## src/rtl/fp_div_pkg.sv

```systemverilog
// Shared types and sizing helpers for the sequential mantissa divider.
// Latency: n/a (declarations only).
// Backpressure: n/a.
package fp_div_pkg;

    typedef enum logic [1:0] {
        IDLE = 2'd0,
        RUN  = 2'd1,
        DONE = 2'd2
    } state_t;

    // Quotient width: two integer/guard bits plus mant_w fraction bits.
    function automatic int qw(input int mant_w);
        return mant_w + 2;
    endfunction

    // Counter width able to hold 0..qw(mant_w).
    function automatic int cnt_w(input int mant_w);
        return $clog2(qw(mant_w) + 1);
    endfunction

    // Count width for the default single-precision mantissa.
    localparam int CNT_W = cnt_w(24);

endpackage

```

## src/rtl/seq_mant_div_step.sv

```systemverilog
// One radix-2 restoring division step: shift in a bit, subtract divisor if it fits.
// Latency: purely combinational.
// Backpressure: none, evaluated every cycle by the owning FSM.
module div_step #(
    parameter int MANT_W = 24
) (
    input  logic [MANT_W:0]   rem_in,
    input  logic              next_bit,
    input  logic [MANT_W-1:0] divisor,
    output logic [MANT_W:0]   rem_out,
    output logic              q_bit
);

    logic [MANT_W:0] shifted;
    logic [MANT_W:0] diff;

    // The bit shifted out of the top is always zero while rem < divisor; it is
    // still folded into the compare so the step stays correct modulo 2^(MANT_W+1).
    assign shifted = {rem_in[MANT_W-1:0], next_bit};
    assign diff    = shifted - {1'b0, divisor};
    assign q_bit   = rem_in[MANT_W] | (shifted >= {1'b0, divisor});
    assign rem_out = q_bit ? diff : shifted;

endmodule

```

## src/rtl/seq_mant_div.sv

```systemverilog
// Iterative restoring mantissa divider, one quotient bit per clock, with sticky and divide-by-zero flags.
// Latency: qw(MANT_W) edges from acceptance to out_valid (1 edge for a zero divisor).
// Backpressure: result held in DONE until out_ready; in_ready low for the whole operation.
module seq_mant_div
    import fp_div_pkg::*;
#(
    parameter int MANT_W = 24
) (
    input  logic                    clk,
    input  logic                    rst_n,
    input  logic                    in_valid,
    output logic                    in_ready,
    input  logic [MANT_W-1:0]       dividend,
    input  logic [MANT_W-1:0]       divisor,
    input  logic                    flush,
    output logic                    out_valid,
    input  logic                    out_ready,
    output logic [qw(MANT_W)-1:0]   quot,
    output logic                    sticky,
    output logic                    dbz
);

    localparam int QW = qw(MANT_W);
    localparam int CW = cnt_w(MANT_W);

    state_t            state;
    logic [MANT_W-1:0] dvsr_q;
    logic              dvd_lsb_q;
    logic [MANT_W:0]   rem_q;
    logic [CW-1:0]     cnt_q;

    logic [MANT_W:0]   rem_nxt;
    logic              q_bit;
    logic              nbit;

    // The leading MANT_W-1 quotient bits are zero for a normalised divisor, so
    // the remainder is preloaded with dividend[MANT_W-1:1]; the QW steps then
    // consume dividend[0] followed by MANT_W+1 zeros.
    assign nbit = (cnt_q == '0) ? dvd_lsb_q : 1'b0;

    div_step #(
        .MANT_W (MANT_W)
    ) u_step (
        .rem_in   (rem_q),
        .next_bit (nbit),
        .divisor  (dvsr_q),
        .rem_out  (rem_nxt),
        .q_bit    (q_bit)
    );

    // Control FSM, operand/remainder/quotient registers and registered handshakes.
    always_ff @(posedge clk or negedge rst_n) begin
        if (!rst_n) begin
            state     <= IDLE;
            in_ready  <= 1'b1;
            out_valid <= 1'b0;
            quot      <= '0;
            sticky    <= 1'b0;
            dbz       <= 1'b0;
            cnt_q     <= '0;
            rem_q     <= '0;
            dvsr_q    <= '0;
            dvd_lsb_q <= 1'b0;
        end else if (flush) begin
            state     <= IDLE;
            in_ready  <= 1'b1;
            out_valid <= 1'b0;
        end else begin
            case (state)
                IDLE: begin
                    if (in_valid) begin
                        dvsr_q    <= divisor;
                        dvd_lsb_q <= dividend[0];
                        rem_q     <= {2'b00, dividend[MANT_W-1:1]};
                        cnt_q     <= '0;
                        in_ready  <= 1'b0;
                        sticky    <= 1'b0;
                        if (divisor == '0) begin
                            state     <= DONE;
                            out_valid <= 1'b1;
                            quot      <= '1;
                            dbz       <= 1'b1;
                        end else begin
                            state     <= RUN;
                            quot      <= '0;
                            dbz       <= 1'b0;
                        end
                    end
                end
                RUN: begin
                    rem_q <= rem_nxt;
                    quot  <= {quot[QW-2:0], q_bit};
                    cnt_q <= cnt_q + CW'(1);
                    if (cnt_q == CW'(QW - 1)) begin
                        state     <= DONE;
                        out_valid <= 1'b1;
                        sticky    <= |rem_nxt;
                    end
                end
                DONE: begin
                    if (out_ready) begin
                        state     <= IDLE;
                        out_valid <= 1'b0;
                        in_ready  <= 1'b1;
                    end
                end
                default: begin
                    state     <= IDLE;
                    in_ready  <= 1'b1;
                    out_valid <= 1'b0;
                end
            endcase
        end
    end

endmodule

```

## config.mk

```make
export PLATFORM = sky130hd
export DESIGN_NAME = seq_mant_div
export DESIGN_NICKNAME = d
export VERILOG_FILES = /design/src/rtl/fp_div_pkg.sv /design/src/rtl/seq_mant_div_step.sv /design/src/rtl/seq_mant_div.sv
export SDC_FILE = /design/constraint.sdc
export NUM_CORES = 1
export LEC_CHECK = 0
export CORE_MARGIN = 2
export CORE_UTILIZATION = 40
export CTS_CLUSTER_SIZE = 25
export DETAILED_ROUTE_END_ITERATION = 10
export DONT_BUFFER_PORTS = 1
export GPL_TIMING_DRIVEN = 0
export RECOVER_POWER = 25
export SLEW_MARGIN = 20
export SYNTH_ARGS = -nofsm -noshare
export SYNTH_HDL_FRONTEND = slang
export SYNTH_HIERARCHICAL = 1
export SYNTH_SLANG_ARGS = --single-unit
```

## constraint.sdc

```tcl
create_clock -name clk -period 4.3 [get_ports clk]
set_clock_uncertainty 0.1 [all_clocks]
set_input_delay 0.43 -clock clk [delete_from_list [all_inputs] [get_ports clk]]
set_output_delay 0.43 -clock clk [all_outputs]
set_load 0.005 [all_outputs]
```

-- Word-level counts from Yosys, hierarchy flattened
Index checks and enable logic that the tools add are counted.
- bits in registers: 87
- input port bits: 53
- output and inout bits: 30
- word-level logic and storage cells: 64
- add/sub/neg operators: 2
- magnitude comparators: 1
- equality and inequality tests: 10
- multiplexer cells: 28
- bitwise gates (word level): 2
- reductions and logical operators: 11
- operators with widths (operator ; number):
    2-to-1 mux 26 bit ; 2
    case mux 26 bit (2 select lines) ; 1
    2-to-1 mux 25 bit ; 2
    case mux 25 bit (2 select lines) ; 1
    greater-or-equal comparator 25 x 24 -> 1 bit ; 1
    OR reduction 25 bit ; 1
    subtractor 25 x 24 -> 25 bit ; 1
    zero test 24 bit ; 1
    != test 3 bit (second input constant) ; 4
    AND reduction 3 bit ; 4
    2-to-1 mux 1 bit ; 11
    2-to-1 mux 2 bit ; 5
    case mux 5 bit (2 select lines) ; 1
    AND reduction 4 bit ; 2
    != test 2 bit (second input constant) ; 3
    case mux 1 bit (3 select lines) ; 2
    case mux 2 bit (3 select lines) ; 1
    adder 5 x 1 -> 5 bit (second input constant) ; 1
    == test 5 bit (second input constant) ; 1
    zero test 5 bit ; 1
    2-to-1 mux 5 bit ; 1
    == test 2 x 1 -> 1 bit (second input constant) ; 1
    == test 2 bit (second input constant) ; 1
    zero test 2 bit ; 1
    other kinds (4) ; 4

-- Logic depth before layout (Yosys ltp)
Gate-level depths: netlist of run 1.
- word-level depth: 8
- depth in mapped cells: 18

-- Modules after synthesis
Netlist of run 1, hierarchy kept.
- by module, submodules not included (module ; times used ; cells each ; area each (sq um) ; sequential area each (sq um)):
    seq_mant_div ; 1 ; 384 ; 3967.6 ; 2178.3
    div_step ; 1 ; 256 ; 1795.5 ; 0.0

-- Least setup slack after synthesis of run 1
Ideal clock, no wire load.
- path kind: flip-flop to flip-flop
- from: register cnt_q[0]
- to: register sticky
- arrival time: 3353 ps
- slack: 722 ps
- stages on the path, launching flop included: 18
- path buffers: 0
- period minus slack after synthesis: 3578 ps
- cells stage by stage: dfrtp_1 > inv_1 > ha_1 > and4b_1 > inv_1 > ha_1 > fa_1 > nor2b_1 > o211ai_1 > a211o_1 > a21oi_1 > o31ai_1 > xnor2_1 > mux2_1 > nor4_1 > nand4_1 > o21ai_0 > a21oi_1
- longest elaborated chain between the ends: 8
- elaborated cells between the ends (all ways): 12
- RTL lines (item ; RTL line ; text):
    from (decl) ; seq_mant_div.sv:30 ; logic [CW-1:0] cnt_q;
    from (signal assigned) ; seq_mant_div.sv:93 ; cnt_q <= cnt_q + CW'(1);
    zero test 5 bit (*) ; seq_mant_div.sv:39 ; assign nbit = (cnt_q == '0) ? dvd_lsb_q : 1'b0;
    2-to-1 mux 1 bit (*) ; seq_mant_div.sv:39 ;
    net nbit ; seq_mant_div.sv:34 ; logic nbit;
    greater-or-equal comparator 25 x 24 -> 1 bit ; seq_mant_div_step.sv:21 ; assign q_bit = rem_in[MANT_W] | (shifted >= {1'b0, divisor});
    bitwise OR 1 bit ; seq_mant_div_step.sv:21 ;
    2-to-1 mux 25 bit (*) ; seq_mant_div_step.sv:22 ; assign rem_out = q_bit ? diff : shifted;
    net rem_nxt[20] ; seq_mant_div.sv:32 ; logic [MANT_W:0] rem_nxt;
    OR reduction 25 bit (*) ; seq_mant_div.sv:97 ; sticky <= |rem_nxt;
    2-to-1 mux 1 bit (*) ; seq_mant_div.sv:94 ; if (cnt_q == CW'(QW - 1)) begin
    case mux 1 bit (2 select lines) (*) ; seq_mant_div.sv:69 ; case (state)
    to (signal assigned) ; seq_mant_div.sv:97 ;
    to (decl) ; seq_mant_div.sv:19 ; output logic sticky,
Mark *: on every way through the listed nets, which the timed path passes. The rest lies on a longest branch. The select of a mux whose other input is x is not followed.
A chain may end at the register's enable or synchronous reset.

-- Final worst setup path of run 1
Same ends and word-level chain as after synthesis.

==> impl_metrics.toml, run 1 <==
[status]
status = "complete, but fails checks"
violations = "max-capacitance violations, max-slew violations"

[grt]
grt_pass1_vias = 4899
grt_usage = 0.217
grt_pass1_wl_mm = 25.5
grt_max_degree = 88
grt_antenna_before_repair = 0
grt_overflow_total = 0

[logic_synthesis]
syn_area_um2 = 5760
synth_cell_types = 70
yosys.area_share.simple = 0.189
synth_compound_area_frac = 0.201
synth_async_sr_flop_share = 1.00
synth-adder-area-share = 0.0621
ys_ff_latch = 87
synth_xor_area_frac = 0.0228
synth_warnings = 6
synth-seq-area-share = 0.378
syn_avg_cell_area_um2 = 9.00
synth-main-ff-cell = "dfrtp_1"
synthCells = 640
synth_top_family_by_area = "compound AO/OA/AOI/OAI gates"
synth_edf_count = 0
syn-num-nets = 721
muxShareOfSynthArea = 0.0894

[routing]
first_pass_iters = 5
detailroute.via_count = 4755
vias_per_cell = 5.67
wl_met1_mm = 6.91
drc = 0
drtAntennaViolNets = 0
wl_per_cell_um = 19.0
wl_mm = 15.9
wl_met2_mm = 7.82
drtIter0Drc = 219
top_layer = "met4"
wl_met3_mm = 1.03

[clock_network]
clock_sinks = 87
insertion_delay_ns = 0.35
htreeDepth = 3
cts-root-buf = "clkbuf_16"
numCtsBuffers = 9
clk_pin_slew_ns = 0.07
cts.path.max_buffers = 2
cts_tree = "done"

[timing]
setup_viol = 0
timing.hold.ws_ns = 0.0911
drv_slew = 88
setup_ws_ns = 0.138
finalCriticalPeriod_ns = 4.16
max_freq_ghz = 0.240
period_share = 0.968
final_hold_viol_count = 0
rsz0062_at_grt = "false"
relSlewSlack = -0.435
worstMarginPinSlew_ns = 2.15

[placement]
placedCellCount = 820
port_buffers = 0
dpl.hpwl_mm = 12.1
place_ws_ns = -0.142
place.gp.congestion = 0.850

[die]
num_rows = 43
core_area_um2 = 14000
dieHeight_um = 124
dieArea_um2 = 15400
start_util = 0.412
ios = 83
die_w_um = 124

[setup_path]
cp_slowest_cell = "nor4_1"
cpLargestDelayFamily = "compound AO/OA/AOI/OAI gates"
crit_fanout = 4
crit_type = "reg2reg"
worst-r2r-setup-slack_ns = 0.14
slowest_delay_ns = 0.45
end_kind = "flip-flop"
cp.required_ns = 4.44
cp.arrival_ns = 4.30
start_kind = "flip-flop"
crit_chain = "inv_1, ha_1, and4b_1, inv_1, ha_1, fa_1, nor2b_2, o211ai_1, a211o_1, a21oi_1, o221a_2, o31a_1, o31ai_1, nor4_1, nand4_1, o21ai_1, a21oi_1"
crit_buf_inv = 2

[final_layout]
layout.cells.non_filler = 839
fillers = 1400
nets = 735
final_util = 0.453
antenna_cells = 0
final_layout_size_suffix_gt1_frac = 0.175
area_growth_pct = 10.0

[power]
p_leak_uw = 0.00273
power_density_nw_per_um2 = 768
ir_drop_mv = 0.332

[min_path]
min-delay-path-class = "in2reg"

[job]
cap_violations = 1
==> what timing repair did <==
item                                   4_1_cts  5_1_grt
hold buffers                                 2        0
setup buffers                                0        1
setup endpoints to repair                    1        1
endpoints found under the hold margin       87        0
gates resized for setup                      2        6
pin swaps                                    0        1
==> per-layer routing <==
layer	vias to the layer above	track usage
met5	-	0
met4	0	0.0604
met3	14	0.0664
met2	104	0.365
met1	2342	0.269
li1	2295	-
==> cells in the final DEF, fill, tap and decap left out, types with 12 or more instances in the layout <==
| master | instances |
|---|---|
| a21o_1 | 13 |
| a21oi_1 | 51 |
| a21oi_2 | 20 |
| a31oi_1 | 27 |
| buf_2 | 12 |
| clkbuf_1 | 15 |
| dfrtp_1 | 86 |
| ha_1 | 27 |
| inv_1 | 35 |
| mux2_1 | 15 |
| mux2_2 | 29 |
| nand2_1 | 69 |
| nand3_1 | 12 |
| nor2_1 | 77 |
| o21ai_0 | 13 |
==> logic make-up (layout without fill, tap and decap cells) <==
kind of cell,after synthesis,count (layout)
XOR/XNOR,15,15
adder cells (fa/ha/maj),28,28
AO/OA/AOI/OAI,173,173
flip-flops,87,87
multiplexers,46,46
AND/OR/NAND/NOR,221,221
buffers and inverters,70,89
==> final cells by class <==
class	instances	area, µm²	share of cell area
multi-input combinational	483	3290	0.518
inverter	35	131	0.0207
tap	180	225	0.0355
timing repair buffer	3	22.5	0.00355
buffer	35	200	0.0316
clock buffer	10	229	0.0361
clock inverter	6	67.6	0.0107
sequential	87	2180	0.344
==> cell usage after synthesis (3+ instances only) <==
master | count | area (µm²)
and2_1 | 4 | 25.0
o22a_1 | 3 | 26.3
nor2b_1 | 5 | 31.3
a21o_1 | 13 | 97.6
mux2_1 | 15 | 169
o21a_1 | 6 | 45.0
nand2b_1 | 8 | 50.1
nand2_1 | 69 | 259
dfrtp_1 | 86 | 2150
nand4_1 | 6 | 37.5
a21oi_1 | 52 | 260
o31ai_1 | 5 | 37.5
a21oi_2 | 20 | 175
o21ai_0 | 15 | 75.1
buf_6 | 6 | 67.6
or4_4 | 5 | 56.3
nor4_1 | 7 | 43.8
nand3_1 | 12 | 60.1
mux2_2 | 29 | 327
ha_1 | 27 | 338
nor2_1 | 77 | 289
buf_2 | 12 | 60.1
o21ai_1 | 5 | 25.0
inv_1 | 35 | 131
xnor2_1 | 11 | 96.3
a31oi_1 | 27 | 169
nor2_4 | 3 | 33.8
nor3_1 | 4 | 20.0
and3_1 | 3 | 18.8
xor2_1 | 4 | 35.0
clkbuf_1 | 14 | 52.6
==> worst paths after layout <==
kind / from / endpoint / depth (start not counted)
setup / recovery: cnt_q[0]$_DFFE_PN0P_ / sticky$_DFFE_PN0P_ / 17
hold / removal: out_ready / state[1]$_DFFE_PN0P_ / 1
setup reg to reg: cnt_q[0]$_DFFE_PN0P_ / sticky$_DFFE_PN0P_ / 17
hold reg to reg: dvsr_q[19]$_DFFE_PN0P_ / dvsr_q[19]$_DFFE_PN0P_ / 1
max in group asynchronous: rst_n / rem_q[19]$_DFFE_PN0P_ / 2
min in group asynchronous: rst_n / rem_q[13]$_DFFE_PN0P_ / 2
==> power breakdown <==
part	switching, µW	leakage (µW)	total, µW	internal, µW
combinational	1590	0.00156	2780	1190
sequential	220	0.00103	1280	1060
clock	355	0.000139	810	454
total	2170	0.00273	4870	2700
==> through the flow <==
step / setup TNS, ns / power (µW) / cell area (µm²)
finish: 0 / 4870 / 6340
global route: 0 / 5240 / 6340
CTS: 0 / 4820 / 6330
detailed placement: -0.142 / 3950 / 5990
global placement: -0.0565 / 3920 / 5990
floorplan: 0 / 3340 / 5760
==> registers in the layout, indices dropped and copies added (netlist names) <==
| signal | flops |
|---|---|
| dbz | 1 |
| dvsr_q | 24 |
| out_valid | 1 |
| state | 2 |
| sticky | 1 |
| in_ready | 1 |
| quot | 26 |
| rem_q | 25 |
| dvd_lsb_q | 1 |
| cnt_q | 5 |
Note: power is estimated with default switching activity, not from simulation.
==> run 2, diff against run 1 <==
--- a/config.mk
+++ b/config.mk
@@ -5,12 +5,14 @@
 export SDC_FILE = /design/constraint.sdc
 export NUM_CORES = 1
 export LEC_CHECK = 0
-export CORE_MARGIN = 2
+export CELL_PAD_IN_SITES_DETAIL_PLACEMENT = 1
+export CELL_PAD_IN_SITES_GLOBAL_PLACEMENT = 1
 export CORE_UTILIZATION = 40
 export CTS_CLUSTER_SIZE = 25
 export DETAILED_ROUTE_END_ITERATION = 10
 export DONT_BUFFER_PORTS = 1
 export GPL_TIMING_DRIVEN = 0
+export PLACE_DENSITY_LB_ADDON = 0.1
 export RECOVER_POWER = 25
 export SLEW_MARGIN = 20
 export SYNTH_ARGS = -nofsm -noshare
==> impl_metrics.toml, run 2 (synthesized netlist as in run 1, its figures left out) <==
[status]
status = "complete, but fails checks"
violations = "max-capacitance violations, max-slew violations"

[timing]
max_freq_ghz = 0.248
final_hold_viol_count = 0
period_share = 0.939
rsz0062_at_grt = "false"
finalCriticalPeriod_ns = 4.04
relSlewSlack = -0.501
drv_slew = 88
worstMarginPinSlew_ns = 2.25
setup_viol = 0

[die]
start_util = 0.412
die_w_um = 122
ios = 83
dieHeight_um = 122
dieArea_um2 = 14900
core_area_um2 = 14000
num_rows = 43

[setup_path]
cp.arrival_ns = 4.18
cp.required_ns = 4.45
crit_type = "reg2reg"
end_kind = "flip-flop"
start_kind = "flip-flop"
crit_fanout = 3

[routing]
wl_per_cell_um = 20.5
wl_mm = 17.2
first_pass_iters = 4
detailroute.via_count = 4834
drtAntennaViolNets = 0
drtIter0Drc = 145
drc = 0
vias_per_cell = 5.76

[power]
power_uw = 4950
seqPwrFrac = 0.257
switching_share = 0.460
power.clock.fraction = 0.161
p_sw_uw = 2280
comb_power_share = 0.582
p_leak_uw = 0.00274
p_int_uw = 2670
power_density_nw_per_um2 = 778
ir_drop_mv = 0.258

[final_layout]
reg_top3 = "quot (26), rem_q (25), dvsr_q (24)"
final_layout_size_suffix_gt1_frac = 0.181
mostFrequentLayoutCells = "86 x dfrtp_1, 77 x nor2_1, 69 x nand2_1"
largest_register_ff_count = 26
layout.cells.non_filler = 839
nets = 735
top_register = "quot"
final_common_cell = "dfrtp_1"
antenna_cells = 0
area_growth_pct = 10.3
fillers = 1680

[clock_network]
clk_pin_slew_ns = 0.08
cts-root-buf = "clkbuf_16"
htreeDepth = 3
clock_sinks = 87
insertion_delay_ns = 0.36
cts.path.max_buffers = 2
numCtsBuffers = 9
cts_tree = "done"

[placement]
dpl.hpwl_mm = 12.8
port_buffers = 0
placedCellCount = 820
place.gp.congestion = 0.843

[grt]
grt_max_degree = 88
grt_overflow_total = 0
grt_pass1_wl_mm = 27.7
grt_usage = 0.247
grt_antenna_before_repair = 0
grt_pass1_vias = 5258

[min_path]
min-delay-path-class = "in2reg"

[job]
cap_violations = 1
[run 2: worst max-delay path, cell delays in order (launching register included)]
cell      delay [ns]
dfrtp_1         0.40
inv_1           0.11
ha_1            0.15
and4b_1         0.25
inv_1           0.06
ha_1            0.19
fa_1            0.42
nor2b_2         0.17
o211ai_1        0.15
a211o_1         0.38
a21oi_4         0.19
o31ai_2         0.13
xnor2_1         0.14
mux2_1          0.34
nor4_4          0.30
nand4_1         0.19
o21ai_1         0.17
a21oi_1         0.08
[run 2: worst paths after layout]
kind	from	to	slack, ns	cells after the start
min in group asynchronous	rst_n	rem_q[5]$_DFFE_PN0P_	1.27	2
min	out_ready	state[1]$_DFFE_PN0P_	0.08	1
max in group asynchronous	rst_n	rem_q[23]$_DFFE_PN0P_	1.53	2
max	cnt_q[1]$_DFFE_PN0P_	sticky$_DFFE_PN0P_	0.26	17
max reg2reg	cnt_q[1]$_DFFE_PN0P_	sticky$_DFFE_PN0P_	0.26	17
min reg2reg	dvd_lsb_q$_DFFE_PN0P_	dvd_lsb_q$_DFFE_PN0P_	0.39	1
[run 2: what timing repair did]
item / CTS / global route
buffers inserted: 0 / 1
hold endpoints to repair: 87 / 0
gates resized for setup: 2 / 10
pin swaps: 0 / 3
endpoints found under the setup margin: 1 / 1
hold buffers: 2 / 0
[run 2: power groups by stage]
stage	logic (µW)	registers, µW	clock network [µW]
final	2880	1270	797
after global routing	3190	1310	843
after CTS	2770	1270	816
after global placement	2660	1280	0
after floorplan	2130	1210	0
after detailed placement	2730	1290	0
[run 2: layout make-up]
class | instances | area, µm² | area share
Multi-Input combinational cell | 483 | 3310 | 0.520
Sequential cell | 87 | 2180 | 0.343
Clock buffer | 9 | 225 | 0.0354
Tap cell | 180 | 225 | 0.0354
Buffer | 35 | 200 | 0.0315
Inverter | 35 | 131 | 0.0207
Clock inverter | 7 | 66.3 | 0.0104
Timing Repair Buffer | 3 | 22.5 | 0.00354
[run 2: through the flow]
step           TNS, ns  setup slack, ns  utilization  hold WS, ns  instance area, µm²
3_3_place_gp   -0.0764          -0.0764        0.428       0.0370                5990
3_5_place_dp    -0.139           -0.139        0.428       0.0369                5990
5_1_grt              0           0.0167        0.455       0.0691                6360
4_1_cts              0           0.0117        0.452       0.0616                6320
2_1_floorplan        0            0.722            -       0.0344                5760
6_report             0            0.264        0.455       0.0751                6360
[run 2: per-layer routing]
metal / part of all wire / up-vias / wire, µm / global-route usage
met3: 0.047 / 21 / 815 / 0.0581
met2: 0.50 / 76 / 8510 / 0.417
met1: 0.44 / 2432 / 7470 / 0.302
met4: 0.021 / 0 / 367 / 0.103
li1: - / 2305 / - / -
met5: 0 / - / 0 / 0
